===== config.mk =====
export PLATFORM = sky130hd
export DESIGN_NAME = fifo_to_gpio
export DESIGN_NICKNAME = d
export VERILOG_FILES = /design/src/rtl/fifo_to_gpio.sv
export SDC_FILE = /design/constraint.sdc
export NUM_CORES = 1
export LEC_CHECK = 0
export BUFFER_PORTS_ARGS = -buffer_cell sky130_fd_sc_hd__buf_2
export CAP_MARGIN = 20
export CORE_MARGIN = 1
export CORE_UTILIZATION = 33
export DETAILED_ROUTE_END_ITERATION = 16
export GPL_ROUTABILITY_DRIVEN = 0
export REMOVE_ABC_BUFFERS = 1
export SYNTH_ARGS = -nofsm -noshare
export SYNTH_HDL_FRONTEND = slang
export SYNTH_SLANG_ARGS = --single-unit
export TNS_END_PERCENT = 50

===== constraint.sdc =====
create_clock -name clk -period 4.9 [get_ports clk]
set_clock_uncertainty 0.2 [all_clocks]
set_input_delay 0.49 -clock clk [delete_from_list [all_inputs] [get_ports clk]]
set_output_delay 0.49 -clock clk [all_outputs]
set_load 0.05 [all_outputs]

===== src/rtl/fifo_to_gpio.sv =====
// Pops words from a standard FIFO and serialises each one MSB-first onto an EMIO GPIO bit.
// The PS paces the transfer with a level request line and a bit-banged serial clock.
module fifo_to_gpio #(
  parameter int REQ_BIT     = 0,
  parameter int SCLK_BIT    = 1,
  parameter int SYNC_STAGES = 2,
  parameter int WORD_W      = 32
) (
  input  logic              clk,
  input  logic              rst,
  input  logic [31:0]       emio_gpio_i,
  output logic [31:0]       emio_gpio_o,
  input  logic              fifo_empty,
  input  logic [WORD_W-1:0] fifo_dout,
  output logic              fifo_rd_en
);

  localparam int CNT_W = $clog2(WORD_W) + 1;

  typedef enum logic [2:0] {
    IDLE,
    POP,
    LOAD,
    SHIFT,
    DONE
  } state_t;

  state_t             state, state_n;
  logic [WORD_W-1:0]  shreg, shreg_n;
  logic [CNT_W-1:0]   cnt, cnt_n;

  logic [SYNC_STAGES-1:0] req_sync;
  logic [SYNC_STAGES-1:0] sclk_sync;
  logic                   sclk_s_d;
  logic                   req_s;
  logic                   sclk_s;
  logic                   sclk_rise;

  logic                   rd_en_q;
  logic [3:0]             out_q;
  logic                   unused_gpio;

  // Only two GPIO bits are consumed; the rest are tied off here.
  assign unused_gpio = ^emio_gpio_i;

  assign req_s     = req_sync[SYNC_STAGES-1];
  assign sclk_s    = sclk_sync[SYNC_STAGES-1];
  assign sclk_rise = sclk_s & ~sclk_s_d;

  always_ff @(posedge clk or posedge rst) begin
    if (rst) begin
      req_sync  <= '0;
      sclk_sync <= '0;
      sclk_s_d  <= 1'b0;
    end else begin
      req_sync  <= {req_sync[SYNC_STAGES-2:0], emio_gpio_i[REQ_BIT]};
      sclk_sync <= {sclk_sync[SYNC_STAGES-2:0], emio_gpio_i[SCLK_BIT]};
      sclk_s_d  <= sclk_s;
    end
  end

  always_ff @(posedge clk or posedge rst) begin
    if (rst) begin
      state <= IDLE;
      shreg <= '0;
      cnt   <= '0;
    end else begin
      state <= state_n;
      shreg <= shreg_n;
      cnt   <= cnt_n;
    end
  end

  always_comb begin
    state_n = state;
    shreg_n = shreg;
    cnt_n   = cnt;
    unique case (state)
      IDLE: begin
        if (req_s && !fifo_empty) state_n = POP;
      end
      POP: begin
        state_n = LOAD;
      end
      LOAD: begin
        shreg_n = fifo_dout;
        cnt_n   = '0;
        state_n = SHIFT;
      end
      SHIFT: begin
        // Dropping req aborts the word and wins over a coincident clock edge.
        if (!req_s) begin
          state_n = IDLE;
        end else if (sclk_rise) begin
          shreg_n = {shreg[WORD_W-2:0], 1'b0};
          cnt_n   = cnt + 1'b1;
          if (cnt == CNT_W'(WORD_W - 1)) state_n = DONE;
        end
      end
      DONE: begin
        if (!req_s) state_n = IDLE;
      end
      default: begin
        state_n = IDLE;
      end
    endcase
  end

  // Every output is a flop so the PS never sees a combinational path.
  always_ff @(posedge clk or posedge rst) begin
    if (rst) begin
      rd_en_q <= 1'b0;
      out_q   <= '0;
    end else begin
      rd_en_q  <= (state_n == POP);
      out_q[0] <= (state == SHIFT) & shreg[WORD_W-1];
      out_q[1] <= (state == SHIFT);
      out_q[2] <= fifo_empty;
      out_q[3] <= (state != IDLE);
    end
  end

  assign fifo_rd_en  = rd_en_q;
  assign emio_gpio_o = {28'b0, out_q};

endmodule


==> impl_metrics.env, run 1 <==
export IMPL_post_route_period_util=0.5231
export IMPL_grt_pass1_vias=1413
export IMPL_die_w_um=93.75
export IMPL_pwr_share_seq=0.364
export IMPL_cp_start_kind="register"
export IMPL_cts_max_path_buffers=2
export IMPL_final_common_cell="dfrtp_1"
export IMPL_drt_vias_per_instance=4.344
export IMPL_cts_root_buf="clkbuf_8"
export IMPL_syn_inst=203
export IMPL_setup_violations=0
export IMPL_synth_mux_area_frac=0.3288
export IMPL_grt_pass1_wl_um=6713
export IMPL_cp_buffers_inverters=1
export IMPL_synthAdderAreaFrac=0.004505
export IMPL_clock_latency_ns=0.31
export IMPL_synth_compound_area_frac=0.03604
export IMPL_worstMarginPinSlew_ns=0.9077
export IMPL_path_cells="nand2b_1 > a21oi_4 > buf_4 > mux2_2"
export IMPL_drt_wl_total_um=4240
export IMPL_cts_num_sinks=51
export IMPL_ys_seq_area_frac=0.4595
export IMPL_hold_buffers=0
export IMPL_reg2reg_to="shreg[22]"
export IMPL_dp_cells=341
export IMPL_synthDistinctLibCells=33
export IMPL_hp_class="input port to register"
export IMPL_final_cell_mix="dfrtp_1 (51), mux2_4 (44), buf_2 (41)"
export IMPL_ys_warn_count=0
export IMPL_min_to="sclk_sync[0]"
export IMPL_total_power_mw=1.914
export IMPL_antenna_cells=0
export IMPL_cpMaxStageDelayCell="a21oi_4"
export IMPL_die_area_sq_um=8788
export IMPL_final_cells=349
export IMPL_dp_slack_ns=2.287
export IMPL_r2r_start="state[2]"
export IMPL_crit_type="register to register"
export IMPL_grt_overflow_total=0
export IMPL_r2r_setup_slack_ns=2.34
export IMPL_tns_ns=0
export IMPL_critPathMaxStageDelay_ns=0.76
export IMPL_fp_row_count=33
export IMPL_htreeDepth=2
export IMPL_wire_per_inst_um=12.15
export IMPL_tritoncts="yes"
export IMPL_cts_setup_buffers=0
export IMPL_holdPathStages=1
export IMPL_cts_repair_resized=0
export IMPL_p_sw_frac=0.3415
export IMPL_slew_violations=0
export IMPL_syn_area_sq_um=2778
export IMPL_cap_violations=0
export IMPL_cp_end_kind="register"
export IMPL_synth_xor_area_share=0
export IMPL_synth_top_family_by_area="multiplexers"
export IMPL_area_growth_pct=9.279
export IMPL_yosys_area_share_simple=0.05045
export IMPL_p_int_mw=1.261
export IMPL_dp_hpwl_um=2769
export IMPL_nNetsFinal=311
export IMPL_track_usage=0.1017
export IMPL_rsz0062_at_grt="false"
export IMPL_drive_above_1_share=0.4795
export IMPL_fin_ws_ns=2.337
export IMPL_hold_viol=0
export IMPL_clock_power_share=0.136
export IMPL_powerDensity_nw_per_um2=630.7
export IMPL_p_leak_nw=1.485
export IMPL_drt_initial_drc_count=44
export IMPL_core_sq_um=8175
export IMPL_dpl_cell_area_sq_um=2937
export IMPL_cts_made_buffers=5
export IMPL_min_from="emio_gpio_i[1]"
export IMPL_crit_arrival_ns=2.56
export IMPL_status="complete, no violations"
export IMPL_power_frac_comb=0.500
export IMPL_die_height_um=93.75
export IMPL_crit_fanout=20
export IMPL_fin_area_sq_um=3035
export IMPL_switchingPower_uw=653.7
export IMPL_drc=0
export IMPL_period_minus_slack_ns=2.563
export IMPL_slew_headroom=0.3935
export IMPL_dr_total_vias=1516
export IMPL_grt_max_degree=52
export IMPL_critPathRequiredTime_ns=4.90
export IMPL_fmax_mhz=390.1
export IMPL_start_util=0.3398
export IMPL_firstDrtPassIters=4
export IMPL_ys_ff_latch=51
export IMPL_synth_avg_cell_area_sq_um=13.68
export IMPL_ios=100
export IMPL_ir_drop_v=0.0001727
export IMPL_reg2regPathDepth=4
export IMPL_critPathTopFamily="compound AO/OA/AOI/OAI gates"
export IMPL_antenna_found_initial=0
export IMPL_clk_pin_slew_ns=0.09
export IMPL_numPortBuffers=41
export IMPL_antenna_left=0
synthesized netlist by cell type (all sizes together):
library cell | number | area share
nand3 | 2 | 0.0036
mux2i | 5 | 0.018
o21a | 1 | 0.0027
nand2b | 5 | 0.011
inv | 8 | 0.011
mux2 | 62 | 0.31
ha | 1 | 0.0045
o32ai | 2 | 0.0063
nand2 | 5 | 0.0068
buf | 35 | 0.10
dfrtp | 51 | 0.46
nand3b | 2 | 0.0054
conb | 1 | 0.0014
a21oi | 3 | 0.0095
nor2b | 1 | 0.0023
nor2 | 3 | 0.0041
or3 | 1 | 0.0023
nand4bb | 1 | 0.0041
o21bai | 1 | 0.0027
o22ai | 1 | 0.0023
nand4b | 1 | 0.0032
a31oi | 1 | 0.0023
clkbuf | 3 | 0.0045
a2111oi | 1 | 0.0032
o21ai | 1 | 0.0018
nor3 | 1 | 0.0018
nor3b | 1 | 0.0027
a211oi | 2 | 0.0054
or3b | 1 | 0.0032
worst max path at each step:
stage	end	slack, ns	start	cells past startpoint
floorplan	shreg[22]	1.92	state[0]	3
global placement	shreg[22]	2.34	state[2]	4
detailed placement	shreg[22]	2.29	state[2]	4
CTS	shreg[22]	2.26	state[2]	4
global route	shreg[25]	2.15	state[2]	4
finish	shreg[22]	2.34	state[2]	4
layout make-up:
class	instances	area, sq um
clock buffers	6	82.58
repair buffers	44	227.7
flip-flops and latches	51	1276
clock inverters	2	16.27
multi-input cells	133	1271
inverters	8	30.03
fillers	838	5140
well taps	105	131.4
per-stage QoR:
| stage | utilization | hold WS [ns] |
|---|---|---|
| after global placement | 0.3592 | 0.1337 |
| after detailed placement | 0.3592 | 0.1347 |
| final | 0.3713 | 0.08185 |
| after CTS | 0.3713 | 0.06818 |
| after global routing | 0.3713 | 0.06122 |
| after floorplan | - | 0.1312 |
flip-flops by register name, indices dropped and copies added, names as in the netlist:
name        flops
cnt             6
fifo_rd_en      1
out_q           4
req_sync        2
sclk_s_d        1
sclk_sync       2
shreg          32
state           3
metal layers:
metal / GRT usage / part of all wire / up-vias
met5: 0 / 0 / -
met4: 0.04231 / 0.017 / 0
li1: - / - / 722
met3: 0.02994 / 0.044 / 6
met1: 0.1294 / 0.48 / 748
met2: 0.1600 / 0.46 / 40
power groups by stage:
stage,logic (mW),clock network (mW),registers (mW)
2_1_floorplan,0.811,0,0.728
3_3_place_gp,0.952,0,0.700
3_5_place_dp,0.973,0,0.708
4_1_cts,0.977,0.274,0.700
5_1_grt,1.03,0.292,0.720
6_report,0.957,0.260,0.698
logic make-up (layout without fill, tap and decap cells):
kind of cell	Yosys count	in the layout
DFF	51	51
and+or+nand+nor	24	24
buffers and inverters	46	60
muxes	67	67
other	1	28
AOI/OAI and AO/OA	13	13
adders and majority gates	1	1
(Power assumes the default switching activity.)
==> run 2: changes to the inputs <==
==> constraint.sdc (replaced) <==
create_clock -name clk -period 2.5 [get_ports clk]
set_clock_uncertainty 0.2 [all_clocks]
set_input_delay 0.25 -clock clk [delete_from_list [all_inputs] [get_ports clk]]
set_output_delay 0.25 -clock clk [all_outputs]
set_load 0.05 [all_outputs]
==> run 2 against run 1 <==
  * First-iteration DRC count increased by 14%
  * Via count barely moved
  * Utilization grew 1.6 points
  * Critical path depth unchanged
  * Sequential share of layout area decreased by 1.7 points
  * Combinational power up 110%
  * Hold slack got worse by 0.042 ns
  * Sequential power grew 92%
  * Clock power rose to 2.6 times the previous value
==> impl_metrics.env, run 2 (synthesis results as in run 1) <==
export IMPL_path_cells="nand2b_1 > a21oi_4 > buf_12 > mux2_2"
export IMPL_cts_made_buffers=5
export IMPL_period_minus_slack_ns=1.880
export IMPL_crit_arrival_ns=1.88
export IMPL_min_to="shreg[31]"
export IMPL_drt_initial_drc_count=50
export IMPL_nNetsFinal=317
export IMPL_r2r_start="state[2]"
export IMPL_grt_max_degree=37
export IMPL_dp_hpwl_um=2865
export IMPL_clk_pin_slew_ns=0.09
export IMPL_reg_top3="shreg: 32 flops, cnt: 6 flops, out_q: 4 flops"
export IMPL_final_common_cell="dfrtp_1"
export IMPL_r2r_setup_slack_ns=0.62
export IMPL_worstMarginPinSlew_ns=0.5373
export IMPL_crit_fanout=34
export IMPL_fillers=812
export IMPL_die_area_sq_um=8788
export IMPL_powerDensity_nw_per_um2=1259
export IMPL_crit_type="register to register"
export IMPL_busiest_layer="met2"
export IMPL_slew_violations=0
export IMPL_cp_end_kind="register"
export IMPL_final_cells=355
export IMPL_drt_vias_per_instance=4.268
export IMPL_use_met1=0.1386
export IMPL_drive_above_1_share=0.4680
export IMPL_reg2reg_to="shreg[22]"
export IMPL_cts_root_buf="clkbuf_8"
export IMPL_antenna_left=0
export IMPL_fin_area_sq_um=3164
export IMPL_track_usage=0.1083
export IMPL_hp_class="input port to register"
export IMPL_min_from="fifo_dout[31]"
export IMPL_core_sq_um=8175
export IMPL_area_growth_pct=13.92
export IMPL_fp_row_count=33
export IMPL_cap_violations=0
export IMPL_cts_num_sinks=51
export IMPL_drt_wl_total_um=4282
export IMPL_met3_usage=0.02751
export IMPL_critPathMaxStageDelay_ns=0.44
export IMPL_reg2regPathDepth=4
export IMPL_antenna_found_initial=0
export IMPL_cts_setup_buffers=0
export IMPL_status="complete, no violations"
export IMPL_dr_total_vias=1515
export IMPL_dpl_cell_area_sq_um=2982
export IMPL_largest_register_ffs=32
export IMPL_critPathRequiredTime_ns=2.50
export IMPL_grt_pass1_wl_um=7341
export IMPL_grt_overflow_total=0
export IMPL_cp_buffers_inverters=1
export IMPL_rsz0062_at_grt="false"
export IMPL_cts_max_path_buffers=2
export IMPL_hold_viol=0
export IMPL_regArea_sq_um=1276
export IMPL_slew_headroom=0.6325
export IMPL_post_route_period_util=0.7519
export IMPL_start_util=0.3398
export IMPL_clock_latency_ns=0.30
export IMPL_holdPathStages=3
export IMPL_drc=0
export IMPL_cpMaxStageDelayCell="dfrtp_1"
export IMPL_ir_drop_v=0.0004080
export IMPL_setup_violations=0
export IMPL_critPathTopFamily="flip-flops"
export IMPL_ios=100
export IMPL_top_register="shreg"
export IMPL_p_leak_nw=1.543
export IMPL_antenna_cells=0
export IMPL_grt_pass1_vias=1508
export IMPL_htreeDepth=2
export IMPL_grt_use_met2=0.1782
export IMPL_dp_cells=342
export IMPL_die_w_um=93.75
export IMPL_cp_start_kind="register"
export IMPL_numPortBuffers=41
export IMPL_wire_per_inst_um=12.06
export IMPL_multi_input_area_sq_um=1271
export IMPL_tritoncts="yes"
export IMPL_fmax_mhz=532.0
export IMPL_firstDrtPassIters=4
export IMPL_final_cell_mix="dfrtp_1 (51), mux2_4 (44), buf_2 (41)"
export IMPL_die_height_um=93.75
-- run 2: final cells by class --
cell class | count | area share
Inverter | 8 | 0.009490
Tap cell | 105 | 0.04152
Sequential cell | 51 | 0.4033
Clock buffer | 6 | 0.02293
Timing Repair Buffer | 50 | 0.1020
Multi-Input combinational cell | 133 | 0.4017
Clock inverter | 2 | 0.01898
-- run 2: what timing repair did --
| item | 4_1_cts | 5_1_grt |
|---|---|---|
| endpoints found under the hold margin | 26 | 0 |
| hold buffers | 5 | 0 |
| resized for setup | 0 | 0 |
-- run 2: worst max-delay path by stage --
stage / start / endpoint / slack (ns) / cells past startpoint
2_1_floorplan: state[0] / shreg[22] / -0.48 / 3
3_3_place_gp: state[2] / shreg[22] / 0.65 / 4
3_5_place_dp: state[2] / shreg[17] / 0.61 / 4
4_1_cts: state[2] / shreg[17] / 0.60 / 4
5_1_grt: state[2] / shreg[19] / 0.54 / 4
6_report: state[2] / shreg[22] / 0.62 / 4
-- run 2: worst min-delay path, stage by stage --
cell     delay, ns
buf_2         0.07
mux2i_1       0.05
mux2i_1       0.12
-- run 2: report_power, final --
part | internal (mW) | total, mW | switching, mW
logic | 1.14 | 1.97 | 0.835
clock network | 0.400 | 0.669 | 0.269
registers | 1.17 | 1.34 | 0.177
-- run 2: metrics by stage --
| stage | util | power, mW | hold slack, ns | TNS, ns | setup slack, ns |
|---|---|---|---|---|---|
| 4_1_cts | 0.3871 | 4.050 | 0.03670 | 0 | 0.6046 |
| 5_1_grt | 0.3871 | 4.243 | 0.08244 | 0 | 0.5449 |
| 3_5_place_dp | 0.3647 | 3.361 | 0.1194 | 0 | 0.6137 |
| 2_1_floorplan | - | 3.015 | 0.08143 | -14.44 | -0.4754 |
| 3_3_place_gp | 0.3647 | 3.301 | 0.1255 | 0 | 0.6531 |
| 6_report | 0.3871 | 3.982 | 0.04022 | 0 | 0.6202 |
-- run 2: routing by layer --
metal | up-vias | routed length [um]
met5 | - | 0
li1 | 731 | -
met1 | 735 | 2020
met3 | 5 | 192
met4 | 0 | 57
met2 | 44 | 2012
==> run 3: changes to the inputs <==
--- a/config.mk
+++ b/config.mk
@@ -5,6 +5,7 @@
 export SDC_FILE = /design/constraint.sdc
 export NUM_CORES = 1
 export LEC_CHECK = 0
+export ABC_AREA = 1
 export BUFFER_PORTS_ARGS = -buffer_cell sky130_fd_sc_hd__buf_2
 export CAP_MARGIN = 20
 export CORE_MARGIN = 1
==> constraint.sdc (replaced) <==
create_clock -name clk -period 1.75 [get_ports clk]
set_clock_uncertainty 0.2 [all_clocks]
set_input_delay 0.175 -clock clk [delete_from_list [all_inputs] [get_ports clk]]
set_output_delay 0.175 -clock clk [all_outputs]
set_load 0.05 [all_outputs]
==> run 3 against run 2 <==
  * Final area increased by 4.2%
  * Non-clock buffer count grew 31
  * Synthesized cell count up 75%
  * Clock-buffer cell count grew 1
  * Maximum frequency up 18%
  * Largest cell class unchanged
  * Highest routed layer unchanged
==> impl_metrics.env, run 3 <==
export IMPL_yosys_area_share_simple=0.3505
export IMPL_antenna_cells=0
export IMPL_crit_type="register to register"
export IMPL_fillers=802
export IMPL_ir_drop_v=0.0005252
export IMPL_crit_arrival_ns=1.58
export IMPL_p_int_mw=2.758
export IMPL_synth_mux_area_frac=0
export IMPL_ys_seq_area_frac=0.4780
export IMPL_hold_viol=0
export IMPL_tritoncts="yes"
export IMPL_crit_fanout=35
export IMPL_yosys_area_top_type="dfrtp_1"
export IMPL_firstDrtPassIters=4
export IMPL_cap_violations=0
export IMPL_synthDistinctLibCells=22
export IMPL_numPortBuffers=41
export IMPL_start_util=0.3438
export IMPL_track_usage=0.1250
export IMPL_switchingPower_mw=2.234
export IMPL_top_register="shreg"
export IMPL_cp_buffers_inverters=1
export IMPL_period_minus_slack_ns=1.598
export IMPL_reg_top3="shreg: 32 flops, cnt: 6 flops, out_q: 4 flops"
export IMPL_p_sw_frac=0.4475
export IMPL_reg2regPathDepth=7
export IMPL_final_common_cell="nand2_1"
export IMPL_dpl_cell_area_sq_um=2831
export IMPL_multi_input_area_sq_um=1106
export IMPL_slew_violations=0
export IMPL_cts_setup_buffers=0
export IMPL_regArea_sq_um=1276
export IMPL_clk_pin_slew_ns=0.09
export IMPL_syn_area_sq_um=2670
export IMPL_synth_edff_count=0
export IMPL_status="complete, no violations"
export IMPL_wire_per_inst_um=9.476
export IMPL_synth_most_common_cell="nand2_1"
export IMPL_ys_ff_latch=51
export IMPL_grt_pass1_vias=1898
export IMPL_grt_pass1_wl_um=8438
export IMPL_ios=100
export IMPL_fmax_mhz=625.9
export IMPL_antenna_found_initial=0
export IMPL_critPathMaxStageDelay_ns=0.42
export IMPL_drt_wl_total_um=5032
export IMPL_cts_max_path_buffers=2
export IMPL_post_route_period_util=0.9129
export IMPL_grt_max_degree=52
export IMPL_synthArstFlopShare=1.000
export IMPL_synth_compound_area_frac=0.01312
export IMPL_final_cell_mix="nand2_1 (210), dfrtp_1 (51), buf_2 (41)"
export IMPL_p_leak_nw=1.825
export IMPL_fin_area_sq_um=3296
export IMPL_cpMaxStageDelayCell="dfrtp_1"
export IMPL_pwr_share_seq=0.374
export IMPL_synth_top_cell_area_share=0.4780
export IMPL_drt_vias_per_instance=4.183
export IMPL_critPathTopFamily="simple AND/OR/NAND/NOR gates"
export IMPL_drive_above_1_share=0.1422
export IMPL_cp_end_kind="register"
export IMPL_die_height_um=91.95
export IMPL_cp_start_kind="register"
export IMPL_ys_warn_count=0
export IMPL_synth_avg_cell_area_sq_um=7.521
export IMPL_dp_hpwl_um=2980
export IMPL_syn_inst=355
export IMPL_crit_cells=7
export IMPL_largest_register_ffs=32
export IMPL_path_cells="nand2_2 > nor2_4 > nand2_1 > nand2_1 > nand2_2 > inv_4 > o21ai_0"
export IMPL_critPathRequiredTime_ns=1.74
export IMPL_tns_ns=0
export IMPL_ys_top_cells_by_count="nand2_1 (210), dfrtp_1 (51), buf_4 (31)"
export IMPL_powerDensity_nw_per_um2=1514
export IMPL_area_growth_pct=23.43
export IMPL_die_area_sq_um=8455
export IMPL_setup_violations=0
export IMPL_hp_class="register to register"
export IMPL_holdPathStages=0
export IMPL_clock_power_share=0.150
export IMPL_grt_overflow_total=0
export IMPL_core_sq_um=7767
export IMPL_ys_top_cells_by_area="dfrtp_1 (48%), nand2_1 (30%), buf_4 (8.7%), buf_6 (3.0%), nor2_1 (2.2%)"
export IMPL_synth_top_family_by_area="simple AND/OR/NAND/NOR gates"
export IMPL_rsz0062_at_grt="false"
export IMPL_htreeDepth=2
export IMPL_nNetsFinal=496
export IMPL_drt_initial_drc_count=108
export IMPL_synthAdderAreaFrac=0.004686
export IMPL_drc=0
export IMPL_cts_num_sinks=51
export IMPL_antenna_left=0
export IMPL_synth_ff_type="dfrtp_1"
export IMPL_die_w_um=91.95
export IMPL_clock_latency_ns=0.31
export IMPL_synth_xor_area_share=0.006560
export IMPL_fp_row_count=32
export IMPL_cts_root_buf="clkbuf_8"
export IMPL_power_frac_comb=0.476
export IMPL_dr_total_vias=2221
export IMPL_cts_made_buffers=5
-- run 3: final cells by class --
| class | count | area share |
|---|---|---|
| inverters | 11 | 0.01481 |
| multi-input cells | 278 | 0.3356 |
| well taps | 102 | 0.03872 |
| clock inverters | 1 | 0.002278 |
| flip-flops and latches | 51 | 0.3872 |
| repair buffers | 81 | 0.1921 |
| clock buffers | 7 | 0.02923 |
-- run 3: repair_timing --
action	4_1_cts	5_1_grt
hold buffers	36	0
hold endpoints to repair	88	0
resized for setup	0	0
endpoints found under the setup margin	0	0
-- run 3: path summary, 6_finish.rpt --
check                             from          end  slack (ns)
max                           state[0]    shreg[31]        0.15
min                        req_sync[0]  req_sync[1]        0.15
min reg2reg                req_sync[0]  req_sync[1]        0.15
max in group asynchronous          rst     state[0]        0.86
min in group asynchronous          rst    shreg[31]        0.25
max reg2reg                   state[0]    shreg[31]        0.15
-- run 3: cell families (layout without fill, tap and decap cells) --
kind of cell               Yosys count  in the layout
and+or+nand+nor                    240            240
buffers and inverters               53            100
DFF                                 51             51
AOI/OAI and AO/OA                    7              7
xor gates and xnor gates             2              2
adders and majority gates            1              1
other                                1             28
-- run 3: power by group through the flow --
stage / Sequential, mW / Combinational, mW / Clock [mW]
after floorplan: 1.98 / 1.57 / 0
final: 1.87 / 2.38 / 0.749
after CTS: 1.86 / 2.43 / 0.783
after global routing: 1.92 / 2.72 / 0.821
after detailed placement: 1.88 / 2.36 / 0
after global placement: 1.88 / 2.34 / 0
-- run 3: stage by stage --
step | total power, mW | hold slack (ns) | util | std cells | setup WS (ns)
floorplan | 3.554 | 0.006430 | - | 340 | -0.4762
global placement | 4.214 | 0.04813 | 0.3645 | 487 | 0.1442
detailed placement | 4.244 | 0.04582 | 0.3645 | 487 | 0.1366
CTS | 5.077 | 0.1574 | 0.4243 | 531 | 0.1289
global route | 5.463 | 0.1605 | 0.4243 | 531 | 0.01593
finish | 4.991 | 0.1536 | 0.4243 | 531 | 0.1524
-- run 3: layer usage --
metal	wire, um	track usage
met5	0	0
met1	2459	0.1547
met4	78	0.05078
met2	2316	0.2127
met3	178	0.02488
